## src/rtl/medidor_pkg.sv

```systemverilog
// Shared constants for the period meter: FSM state encoding, default sizes
// and the averaging window depth.
package medidor_pkg;

  // FSM state encoding
  localparam logic [1:0] ESPERA   = 2'd0;
  localparam logic [1:0] MIDIENDO = 2'd1;
  localparam logic [1:0] SATURADO = 2'd2;

  // Default sizes
  localparam int unsigned ANCHO_DEF       = 16;
  localparam int unsigned ETAPAS_SYNC_DEF = 2;

  // Depth of the optional averaging window (must be a power of two)
  localparam int unsigned PROMEDIO_N = 4;

endpackage

```

## src/rtl/sincronizador_flanco.sv

```systemverilog
// Synchronizer chain plus history flop producing a one-cycle rising-edge
// strobe for an untrusted single-bit input. Also used for button inputs.
//
// Ports:
//   clk    - system clock, rising edge
//   rst    - synchronous active-high reset (clears chain and history)
//   senal  - raw input
//   flanco - high for one cycle per synchronized rising edge of senal
module sincronizador_flanco #(
  parameter int unsigned ETAPAS_SYNC = 2
) (
  input  logic clk,
  input  logic rst,
  input  logic senal,
  output logic flanco
);

  logic [ETAPAS_SYNC-1:0] sync_q;
  logic                   hist_q;

  always_ff @(posedge clk) begin
    if (rst) begin
      sync_q <= '0;
      hist_q <= 1'b0;
    end else begin
      sync_q <= {sync_q[ETAPAS_SYNC-2:0], senal};
      hist_q <= sync_q[ETAPAS_SYNC-1];
    end
  end

  assign flanco = sync_q[ETAPAS_SYNC-1] & ~hist_q;

endmodule

```

## src/rtl/medidor_periodo.sv

```systemverilog
// Period meter: counts clk cycles between successive rising edges of senal
// and reports each completed period with a one-cycle valid strobe. Periods
// that reach 2^ANCHO-1 cycles without an edge saturate and set desborde.
//
// Optional build macro MEDIDOR_PERIODO_PROMEDIO_EN: reports the truncated
// mean of the last PROMEDIO_N raw periods instead of each raw period.
//
// Ports:
//   clk            - system clock, rising edge
//   rst            - synchronous active-high reset
//   senal          - signal under measurement (synchronized internally)
//   habilitar      - 1 measures; 0 holds outputs and returns to ESPERA
//   periodo        - last measured period in clk cycles
//   periodo_valido - one-cycle pulse when periodo updates
//   desborde       - sticky: last attempt exceeded 2^ANCHO-1 cycles
module medidor_periodo
  import medidor_pkg::*;
#(
  parameter int unsigned ANCHO       = ANCHO_DEF,
  parameter int unsigned ETAPAS_SYNC = ETAPAS_SYNC_DEF
) (
  input  logic             clk,
  input  logic             rst,
  input  logic             senal,
  input  logic             habilitar,
  output logic [ANCHO-1:0] periodo,
  output logic             periodo_valido,
  output logic             desborde
);

  localparam logic [ANCHO-1:0] MAXIMO = '1;
  localparam logic [ANCHO-1:0] UNO    = ANCHO'(1);

  logic flanco;

  sincronizador_flanco #(
    .ETAPAS_SYNC(ETAPAS_SYNC)
  ) u_sinc (
    .clk   (clk),
    .rst   (rst),
    .senal (senal),
    .flanco(flanco)
  );

  logic [1:0]       estado_q, estado_d;
  logic [ANCHO-1:0] contador_q, contador_d;
  logic [ANCHO-1:0] periodo_q, periodo_d;
  logic             valido_q, valido_d;
  logic             desborde_q, desborde_d;
  logic             medida;   // a full period ended this cycle
  logic             saturar;  // counter ran out without an edge

  always_comb begin
    estado_d   = estado_q;
    contador_d = contador_q;
    medida     = 1'b0;
    saturar    = 1'b0;
    if (!habilitar) begin
      estado_d   = ESPERA;
      contador_d = '0;
    end else begin
      case (estado_q)
        ESPERA: begin
          // Partial first period is discarded
          if (flanco) begin
            contador_d = UNO;
            estado_d   = MIDIENDO;
          end
        end
        MIDIENDO: begin
          // An edge on the terminal count is still a valid measurement
          if (flanco) begin
            medida     = 1'b1;
            contador_d = UNO;
          end else if (contador_q == MAXIMO) begin
            saturar  = 1'b1;
            estado_d = SATURADO;
          end else begin
            contador_d = contador_q + UNO;
          end
        end
        SATURADO: begin
          if (flanco) begin
            contador_d = UNO;
            estado_d   = MIDIENDO;
          end
        end
        default: begin
          estado_d   = ESPERA;
          contador_d = '0;
        end
      endcase
    end
  end

`ifdef MEDIDOR_PERIODO_PROMEDIO_EN
  localparam int unsigned LOG_N = $clog2(PROMEDIO_N);

  logic [ANCHO-1:0] ventana_q [PROMEDIO_N];
  logic [ANCHO-1:0] ventana_d [PROMEDIO_N];
  logic [2:0]       cuenta_q, cuenta_d;
  logic [ANCHO+1:0] suma;

  always_comb begin
    periodo_d  = periodo_q;
    valido_d   = 1'b0;
    desborde_d = desborde_q;
    ventana_d  = ventana_q;
    cuenta_d   = cuenta_q;
    suma       = '0;
    if (saturar) begin
      // Saturation bypasses and empties the window
      periodo_d  = MAXIMO;
      desborde_d = 1'b1;
      valido_d   = 1'b1;
      cuenta_d   = '0;
    end else if (!habilitar || estado_q == ESPERA) begin
      cuenta_d = '0;
    end else if (medida) begin
      ventana_d[0] = contador_q;
      for (int i = 1; i < PROMEDIO_N; i++) begin
        ventana_d[i] = ventana_q[i-1];
      end
      if (cuenta_q != 3'(PROMEDIO_N)) begin
        cuenta_d = cuenta_q + 3'd1;
      end
      for (int i = 0; i < PROMEDIO_N; i++) begin
        suma = suma + {2'b00, ventana_d[i]};
      end
      if (cuenta_d == 3'(PROMEDIO_N)) begin
        periodo_d  = ANCHO'(suma >> LOG_N);
        desborde_d = 1'b0;
        valido_d   = 1'b1;
      end
    end
  end

  always_ff @(posedge clk) begin
    if (rst) begin
      cuenta_q <= '0;
      for (int i = 0; i < PROMEDIO_N; i++) begin
        ventana_q[i] <= '0;
      end
    end else begin
      cuenta_q  <= cuenta_d;
      ventana_q <= ventana_d;
    end
  end
`else
  always_comb begin
    periodo_d  = periodo_q;
    valido_d   = 1'b0;
    desborde_d = desborde_q;
    if (medida) begin
      periodo_d  = contador_q;
      desborde_d = 1'b0;
      valido_d   = 1'b1;
    end else if (saturar) begin
      periodo_d  = MAXIMO;
      desborde_d = 1'b1;
      valido_d   = 1'b1;
    end
  end
`endif

  always_ff @(posedge clk) begin
    if (rst) begin
      estado_q   <= ESPERA;
      contador_q <= '0;
      periodo_q  <= '0;
      valido_q   <= 1'b0;
      desborde_q <= 1'b0;
    end else begin
      estado_q   <= estado_d;
      contador_q <= contador_d;
      periodo_q  <= periodo_d;
      valido_q   <= valido_d;
      desborde_q <= desborde_d;
    end
  end

  assign periodo        = periodo_q;
  assign periodo_valido = valido_q;
  assign desborde       = desborde_q;

endmodule

```

## config.mk

```make
export PLATFORM = sky130hd
export DESIGN_NAME = medidor_periodo
export DESIGN_NICKNAME = d
export VERILOG_FILES = /design/src/rtl/medidor_pkg.sv /design/src/rtl/sincronizador_flanco.sv /design/src/rtl/medidor_periodo.sv
export SDC_FILE = /design/constraint.sdc
export NUM_CORES = 1
export LEC_CHECK = 0
export BUFFER_PORTS_ARGS = -buffer_cell sky130_fd_sc_hd__buf_2
export CORE_MARGIN = 3
export CORE_UTILIZATION = 50
export CTS_BUF_LIST = sky130_fd_sc_hd__clkbuf_4 sky130_fd_sc_hd__clkbuf_8
export DETAILED_ROUTE_END_ITERATION = 6
export PLACE_DENSITY = 0.74
export RECOVER_POWER = 25
export SLEW_MARGIN = 20
export SYNTH_ARGS = -nofsm -noshare
export SYNTH_HDL_FRONTEND = slang
export SYNTH_SLANG_ARGS = --single-unit
```

## constraint.sdc

```tcl
create_clock -name clk -period 2.18 [get_ports clk]
set_input_delay 0.109 -clock clk [delete_from_list [all_inputs] [get_ports clk]]
set_output_delay 0.109 -clock clk [all_outputs]
set_load 0.01 [all_outputs]
```

==> results.yml, run 1 <==
hold_path:
  hp-class: "input pin to register"
  hp-start: "habilitar"
placement:
  port_buffers: 21
  finalWeightedCongestion: 0.9364
  dp_hpwl_um: 2568
  dp_slack_ps: 115.0
yosys:
  ys_seq_area_share_pct: 44.41
  async_flop_share_pct: 0
  synth.distinct_cells: 35
  yosysWarnings: 0
  ys.flop_type: "dfxtp_1"
  yosysMostFrequentCell: "dfxtp_1"
  synth_common_cells: "dfxtp_1, nor2_1, inv_1, nand2_1, a21oi_1"
  synth_top_area_cell: "dfxtp_1"
  synth_seq_cells: 39
  synth-edff-count: 0
  synth_area_per_cell_um2: 8.575
  syn_inst: 205
  netlist_top_cells_area: "dfxtp_1, a211oi_2, nor2_1"
  synth.top_cell.area_share_pct: 44.41
  syn_nets: 210
  synthesis.area_um2: 1758
route:
  drt-vias-per-instance: 5.552
  ant_nets: 0
  top_layer: "met4"
  met2WireLength_um: 1792
  post_drt_wl_per_cell_um: 13.24
  first_pass_iters: 4
  post-route-drc-count: 0
  drtIter0Drc: 76
  met3WireLength_um: 227
  vias: 1549
  wl_um: 3693
  wl_met1_um: 1633
timing:
  period_share_pct: 92.17
  maxSlewHeadroom_pct: 51.89
  setup_slack_ps: 170.8
  fin_tns_setup_ps: 0
  finalMaxSlewViolations: 0
  skew_ps: 14.63
  hold_violations: 0
  period_minus_slack_ps: 2009
  worstMarginPinSlew_ps: 721.6
  rsz0062_at_grt: "false"
  max_clock_freq_mhz: 497.7
  setup_viol: 0
power:
  peakVddDrop_uv: 431.5
  power_leakage_nw: 0.7759
  p_per_area_nw_per_um2: 574.6
  p_total_mw: 1.153
clock_network:
  cts.sinks: 39
  clockBufferDepth: 2
  clockRootBuffer: "clkbuf_4"
  clkTransAtPathRegs_ps: 120
  clkLatencyLatePin_ps: 350
  cts_buffers: 5
  cts-htree-levels: 2
  cts_tree: "built"
grt:
  grt_max_degree: 18
  grt_pass1_vias: 1451
  grt_overflow_total: 0
  antenna_found_initial: 0
  track_usage_pct: 18.59
  grt_first_pass_wirelength_um: 6216
layout:
  diodes: 0
  num-nets-final: 239
  syn2layout_area_growth_pct: 14.09
  drive_above_1_share_pct: 18.72
  multiInputGateArea_um2: 857.1
  seq_area_um2: 780.7
  n_fill_cell: 322
floorplan:
  io_pins: 22
  die_h_um: 65.30
  die_w_um: 65.30
  num_rows: 20
  core_region_area_um2: 3203
  start_util_pct: 54.88
  die_area_um2: 4263
setup_path:
  critPathMaxStageDelay_ps: 410
  worstReg2RegStart: "contador_q[1]"
  arrival_ps: 2210
  critPathRequiredTime_ps: 2380
  startpoint_type: "register"
  slowest_stage: "dfxtp_1"
  cpLargestDelayFamily: "simple AND/OR/NAND/NOR gates"
  crit_start: "contador_q[1]"
  end_kind: "register"
  worstSetupPathType: "register to register"
  crit_buf_inv: 1
  worstPathMaxFanout: 5
  crit_chain: "ha_1, nand4_1, buf_4, or3_1, or2_2, nand2_1, a31oi_1"
job:
  drv_cap: 0
outcome:
  status: "complete, no violations"
state kept, by name (all words and copies together) (netlist names):
| signal | cells |
|---|---|
| contador_q | 16 |
| estado_q | 2 |
| periodo_valido | 1 |
| desborde | 1 |
| u_sinc.sync_q | 2 |
| u_sinc.hist_q | 1 |
| periodo | 16 |
placed cells by master, fill, tap and decap left out, types with 2 or more instances in the layout:
master / instances
a31oi_1: 7
and4_1: 2
nor2_1: 24
nor3_1: 4
a211oi_1: 10
o21ai_0: 3
and2_1: 2
clkbuf_1: 11
clkbuf_4: 7
a41oi_1: 3
inv_1: 19
dfxtp_1: 39
nand3_1: 4
a21o_1: 2
nand2_1: 19
nor2b_1: 6
buf_2: 10
buf_4: 11
nand4_1: 2
a211oi_2: 9
nand2b_1: 4
a21oi_1: 17
and3_1: 6
power breakdown:
part           internal [mW]  leakage, nW  switching [mW]
clock                  0.151       0.0361           0.231
sequential             0.717        0.315         0.00306
combinational         0.0196        0.425          0.0314
total                  0.887        0.776           0.265
path summary, 6_finish.rpt:
check                     end  slack, ps  depth (start not counted)
max reg2reg    contador_q[12]        170                          7
min reg2reg  u_sinc.sync_q[1]        450                          1
max            contador_q[12]        170                          7
min               estado_q[0]         60                          3
through the flow:
stage,utilization [%],hold WS [ps],cell area [um2],std cells
floorplan,-,180.6,1758,205
global placement,60.51,323.1,1938,269
detailed placement,60.51,337.7,1938,269
CTS,62.62,65.95,2006,278
global route,62.62,90.66,2006,279
finish,62.62,64.92,2006,279
cells by family (layout without fill, tap and decap cells):
| kind of cell | Yosys count | in the layout | synth area share [%] |
|---|---|---|---|
| compound gates | 56 | 56 | 24.06 |
| buf+inv | 30 | 60 | 7.189 |
| simple gates | 79 | 79 | 23.63 |
| flops | 39 | 39 | 44.41 |
| fa+ha+maj | 1 | 1 | 0.7116 |
area by class of cell:
class / count / area share [%]
Clock inverter: 1 / 0.2495
Inverter: 19 / 3.556
Multi-Input combinational cell: 136 / 42.73
Tap cell: 44 / 2.745
Sequential cell: 39 / 38.93
Clock buffer: 7 / 2.620
Timing Repair Buffer: 33 / 9.170
worst reg2reg max path, stage by stage, from the launching register on:
cell,delay [ps]
dfxtp_1,410
ha_1,260
nand4_1,220
buf_4,210
or3_1,340
or2_2,300
nand2_1,70
a31oi_1,70
per-layer routing:
metal	track usage (%)	vias to the layer above
met5	0	-
li1	-	778
met4	6.477	0
met2	31.98	38
met1	22.31	727
met3	4.786	6
timing repair:
action | 4_1_cts | 5_1_grt
endpoints found under the setup margin | 0 | 22
hold buffers | 1 | 0
endpoints found under the hold margin | 1 | 0
resized for setup | 0 | 1
buffers inserted | 0 | 1
Power figures use the tool's default switching activity.
==> inputs of run 2 (changes only) <==
CORE_ASPECT_RATIO = 1.4   (was not set)
SLEW_MARGIN = 10   (was 20)
==> results.yml, run 2 (synthesized netlist as in run 1, its figures left out) <==
grt:
  track_usage_pct: 17.61
  use_met3_pct: 3.559
  grt_first_pass_wirelength_um: 6141
  busiest_layer: "met2"
  grt_pass1_vias: 1397
  grt_overflow_total: 0
  met1_usage_pct: 21.84
  antenna_found_initial: 0
  global_route.usage.met2_pct: 28.10
  grt_max_degree: 18
power:
  p_per_area_nw_per_um2: 679.8
  p_total_mw: 1.383
  peakVddDrop_uv: 651.4
  power_leakage_nw: 0.7894
layout:
  final_util_pct: 62.73
  final_common_cell: "dfxtp_1"
  num-nets-final: 237
  multiInputGateArea_um2: 850.8
  diodes: 0
  layout_common_cells: "dfxtp_1, nor2_1, inv_1, nand2_1, a21oi_1"
  n_fill_cell: 310
  syn2layout_area_growth_pct: 15.73
  seq_area_um2: 780.7
  drive_above_1_share_pct: 17.60
  fin_cells: 272
floorplan:
  io_pins: 22
  core_region_area_um2: 3243
  die_h_um: 76.16
  start_util_pct: 54.21
  num_rows: 24
  die_area_um2: 4274
  die_w_um: 56.12
timing:
  rsz0062_at_grt: "false"
  period_share_pct: 88.64
  finalMaxSlewViolations: 0
  holdWs_ps: 28.28
  setup_viol: 0
  skew_ps: 4.503
  worstMarginPinSlew_ps: 679.8
  hold_violations: 0
  period_minus_slack_ps: 1932
  fin_tns_setup_ps: 0
  maxSlewHeadroom_pct: 54.68
  max_clock_freq_mhz: 517.5
clock_network:
  clkTransAtPathRegs_ps: 70
  holdBufCountCts: 0
  cts.sinks: 39
  clkLatencyLatePin_ps: 290
  clockBufferDepth: 2
  cts_setup_buffers: 0
  cts_buffers: 5
  cts-htree-levels: 2
  cts_tree: "built"
  clockRootBuffer: "clkbuf_8"
  cts_resized: 0
setup_path:
  critPathRequiredTime_ps: 2380
  startpoint_type: "register"
  arrival_ps: 2140
  worstPathMaxFanout: 17
  worstSetupPathType: "register to register"
  end_kind: "register"
placement:
  port_buffers: 21
  finalWeightedCongestion: 0.8192
  dp_hpwl_um: 2398
  placed_cells: 263
outcome:
  status: "complete, no violations"
route:
  drtIter0Drc: 39
  ant_nets: 0
  first_pass_iters: 4
  drt-vias-per-instance: 5.515
  wl_um: 3400
  post-route-drc-count: 0
  vias: 1500
  post_drt_wl_per_cell_um: 12.50
job:
  drv_cap: 0
hold_path:
  hp-class: "input pin to register"
==> run 2: worst max-delay path, stage by stage, from the launching register on <==
cell      delay (ps)
dfxtp_1          420
ha_1             260
nand4_1          200
nor4_4           270
and2_1           240
o21ai_4          180
a211oi_1         270
==> run 2: final cells by class <==
| type | instances | share of cell area, % |
|---|---|---|
| inverters | 19 | 3.506 |
| clock buffers | 6 | 4.059 |
| clock inverters | 2 | 1.722 |
| multi-input cells | 136 | 41.82 |
| flip-flops and latches | 39 | 38.38 |
| repair buffers | 31 | 8.118 |
| well taps | 39 | 2.399 |
==> run 2: per-layer routing <==
metal / vias up / part of all wire, %
met5: - / 0
met4: 0 / 2.8
met3: 10 / 4.6
met2: 36 / 47
met1: 686 / 46
li1: 768 / -
==> run 2: metrics by stage <==
step | instance area (um2) | worst slack (ps)
6_report | 2034 | 247.5
5_1_grt | 2034 | 29.57
4_1_cts | 2042 | 139.7
3_5_place_dp | 1924 | 145.2
3_3_place_gp | 1924 | 257.6
2_1_floorplan | 1758 | 231.7
==> run 2: path summary, 6_finish.rpt <==
check | startpoint | endpoint | slack (ps) | cells after the start
worst max-delay path | contador_q[0] | periodo[5] | 250 | 6
worst min register to register | u_sinc.sync_q[0] | u_sinc.sync_q[1] | 440 | 1
worst min-delay path | senal | u_sinc.sync_q[0] | 30 | 2
worst max register to register | contador_q[0] | periodo[5] | 250 | 6
==> run 2: where the power goes <==
part | switching (mW) | internal (mW) | leakage (nW)
sequential | 0.00359 | 0.716 | 0.315
clock | 0.245 | 0.370 | 0.0612
combinational | 0.0303 | 0.0174 | 0.414
==> inputs of run 3 (changes only) <==
ABC_AREA = 1   (was not set)
==> results.yml, run 3 <==
floorplan:
  io_pins: 22
  die_w_um: 58.23
  die_area_um2: 4606
  num_rows: 25
  start_util_pct: 54.02
  core_region_area_um2: 3535
  die_h_um: 79.12
power:
  peakVddDrop_uv: 545.0
  netSwitchingPower_mw: 0.2927
  p_total_mw: 1.264
  clkPwrFrac_pct: 38.3
  comb_power_share_pct: 4.7
  power_leakage_nw: 0.9956
  switching_share_pct: 23.16
  power_frac_seq_pct: 57.0
  p_int_mw: 0.9712
  p_per_area_nw_per_um2: 592.5
hold_path:
  hp-class: "input pin to register"
  hp-start: "senal"
setup_path:
  end_kind: "register"
  worstReg2RegStart: "contador_q[1]"
  crit_start: "contador_q[1]"
  worstSetupPathType: "register to register"
  startpoint_type: "register"
  crit_chain: "ha_1, nand2_2, nor2_2, nand2_2, nor2_8, nand3_4, nand2_2, nand2_1, nand2_1, nand2_1, inv_1"
  critPathMaxStageDelay_ps: 380
  critPathRequiredTime_ps: 2420
  worstPathMaxFanout: 15
  slowest_stage: "dfxtp_1"
  crit_buf_inv: 1
  arrival_ps: 2130
  cpLargestDelayFamily: "simple AND/OR/NAND/NOR gates"
grt:
  track_usage_pct: 20.25
  grt_max_degree: 23
  busiest_layer: "met2"
  grt_overflow_total: 0
  use_met3_pct: 3.902
  met1_usage_pct: 25.18
  grt_first_pass_wirelength_um: 7314
  grt_pass1_vias: 1705
  antenna_found_initial: 0
  global_route.usage.met2_pct: 34.05
timing:
  setup_slack_ps: 285.7
  finalMaxSlewViolations: 0
  maxSlewHeadroom_pct: 43.10
  setup_viol: 0
  period_share_pct: 86.90
  hold_violations: 0
  worstMarginPinSlew_ps: 853.5
  rsz0062_at_grt: "false"
  fin_tns_setup_ps: 0
  skew_ps: 4.072
  holdWs_ps: 24.62
  max_clock_freq_mhz: 527.9
  period_minus_slack_ps: 1894
route:
  vias: 1779
  drt-vias-per-instance: 5.112
  drtIter0Drc: 65
  post_drt_wl_per_cell_um: 11.93
  ant_nets: 0
  first_pass_iters: 4
  post-route-drc-count: 0
  wl_um: 4152
yosys:
  async_flop_share_pct: 0
  syn_inst: 281
  syn_nets: 286
  ys.flop_type: "dfxtp_1"
  synth_seq_cells: 39
  synth.distinct_cells: 26
  synth-edff-count: 0
  yosysMostFrequentCell: "nand2_1"
  synthesis.area_um2: 1909
  yosysWarnings: 0
  synth_common_cells: "nand2_1, inv_1, dfxtp_1"
  synth_area_per_cell_um2: 6.795
  synth_top_area_cell: "dfxtp_1"
  ys_seq_area_share_pct: 40.89
  synth.top_cell.area_share_pct: 40.89
  netlist_top_cells_area: "dfxtp_1, nand2_1, inv_1"
clock_network:
  cts_buffers: 5
  cts_setup_buffers: 0
  clkTransAtPathRegs_ps: 80
  cts_resized: 0
  cts-htree-levels: 2
  cts.sinks: 39
  clkLatencyLatePin_ps: 290
  clockRootBuffer: "clkbuf_8"
  cts_tree: "built"
  clockBufferDepth: 2
  holdBufCountCts: 0
placement:
  finalWeightedCongestion: 0.9389
  port_buffers: 21
  dp_slack_ps: 301.3
  dp_hpwl_um: 3182
  placed_cells: 340
layout:
  layout_common_cells: "nand2_1, inv_1, dfxtp_1"
  drive_above_1_share_pct: 12.66
  diodes: 0
  num-nets-final: 312
  fin_cells: 348
  n_fill_cell: 337
  syn2layout_area_growth_pct: 11.73
  final_common_cell: "nand2_1"
job:
  drv_cap: 0
outcome:
  status: "complete, no violations"
[run 3: power groups by stage]
stage | combinational (mW) | sequential, mW | clock, mW
floorplan | 0.0451 | 0.736 | 0
global placement | 0.0595 | 0.736 | 0
detailed placement | 0.0599 | 0.737 | 0
CTS | 0.0600 | 0.720 | 0.494
global route | 0.0687 | 0.720 | 0.523
finish | 0.0597 | 0.720 | 0.484
[run 3: metrics by stage]
stage / util, % / area (um2)
2_1_floorplan: - / 1909
5_1_grt: 60.35 / 2133
6_report: 60.35 / 2133
3_3_place_gp: 58.27 / 2059
4_1_cts: 60.78 / 2148
3_5_place_dp: 58.27 / 2059
[run 3: tightest hold or removal path, stage by stage]
cell    delay [ps]
buf_2          100
inv_1           40
nor2_1          30
[run 3: path summary, 6_finish.rpt]
kind	endpoint	slack, ps	cells past startpoint
worst max-delay path	contador_q[11]	290	11
worst min-delay path	u_sinc.sync_q[0]	20	3
worst max register to register	contador_q[11]	290	11
worst min register to register	u_sinc.sync_q[1]	410	2
[run 3: metal layers]
layer | vias to the layer above | part of all wire, %
met1 | 797 | 46
li1 | 937 | -
met3 | 10 | 3.7
met2 | 35 | 49
met4 | 0 | 1.9
met5 | - | 0
[run 3: logic make-up after synthesis]
logic type,count (synthesis),share of synthesized area (%)
AOI/OAI and AO/OA,52,14.35
xor gates and xnor gates,1,0.4588
buffers and inverters,58,12.06
and+or+nand+nor,130,31.59
adders and majority gates,1,0.6552
DFF,39,40.89
[run 3: layout make-up]
class / count / area [um2] / share of cell area, %
clock buffer: 6 / 76.32 / 3.578
clock inverter: 2 / 12.51 / 0.5865
inverter: 52 / 195.2 / 9.150
multi-input combinational: 184 / 898.4 / 42.11
sequential: 39 / 780.7 / 36.60
tap: 40 / 50.05 / 2.346
timing repair buffer: 25 / 120.1 / 5.630
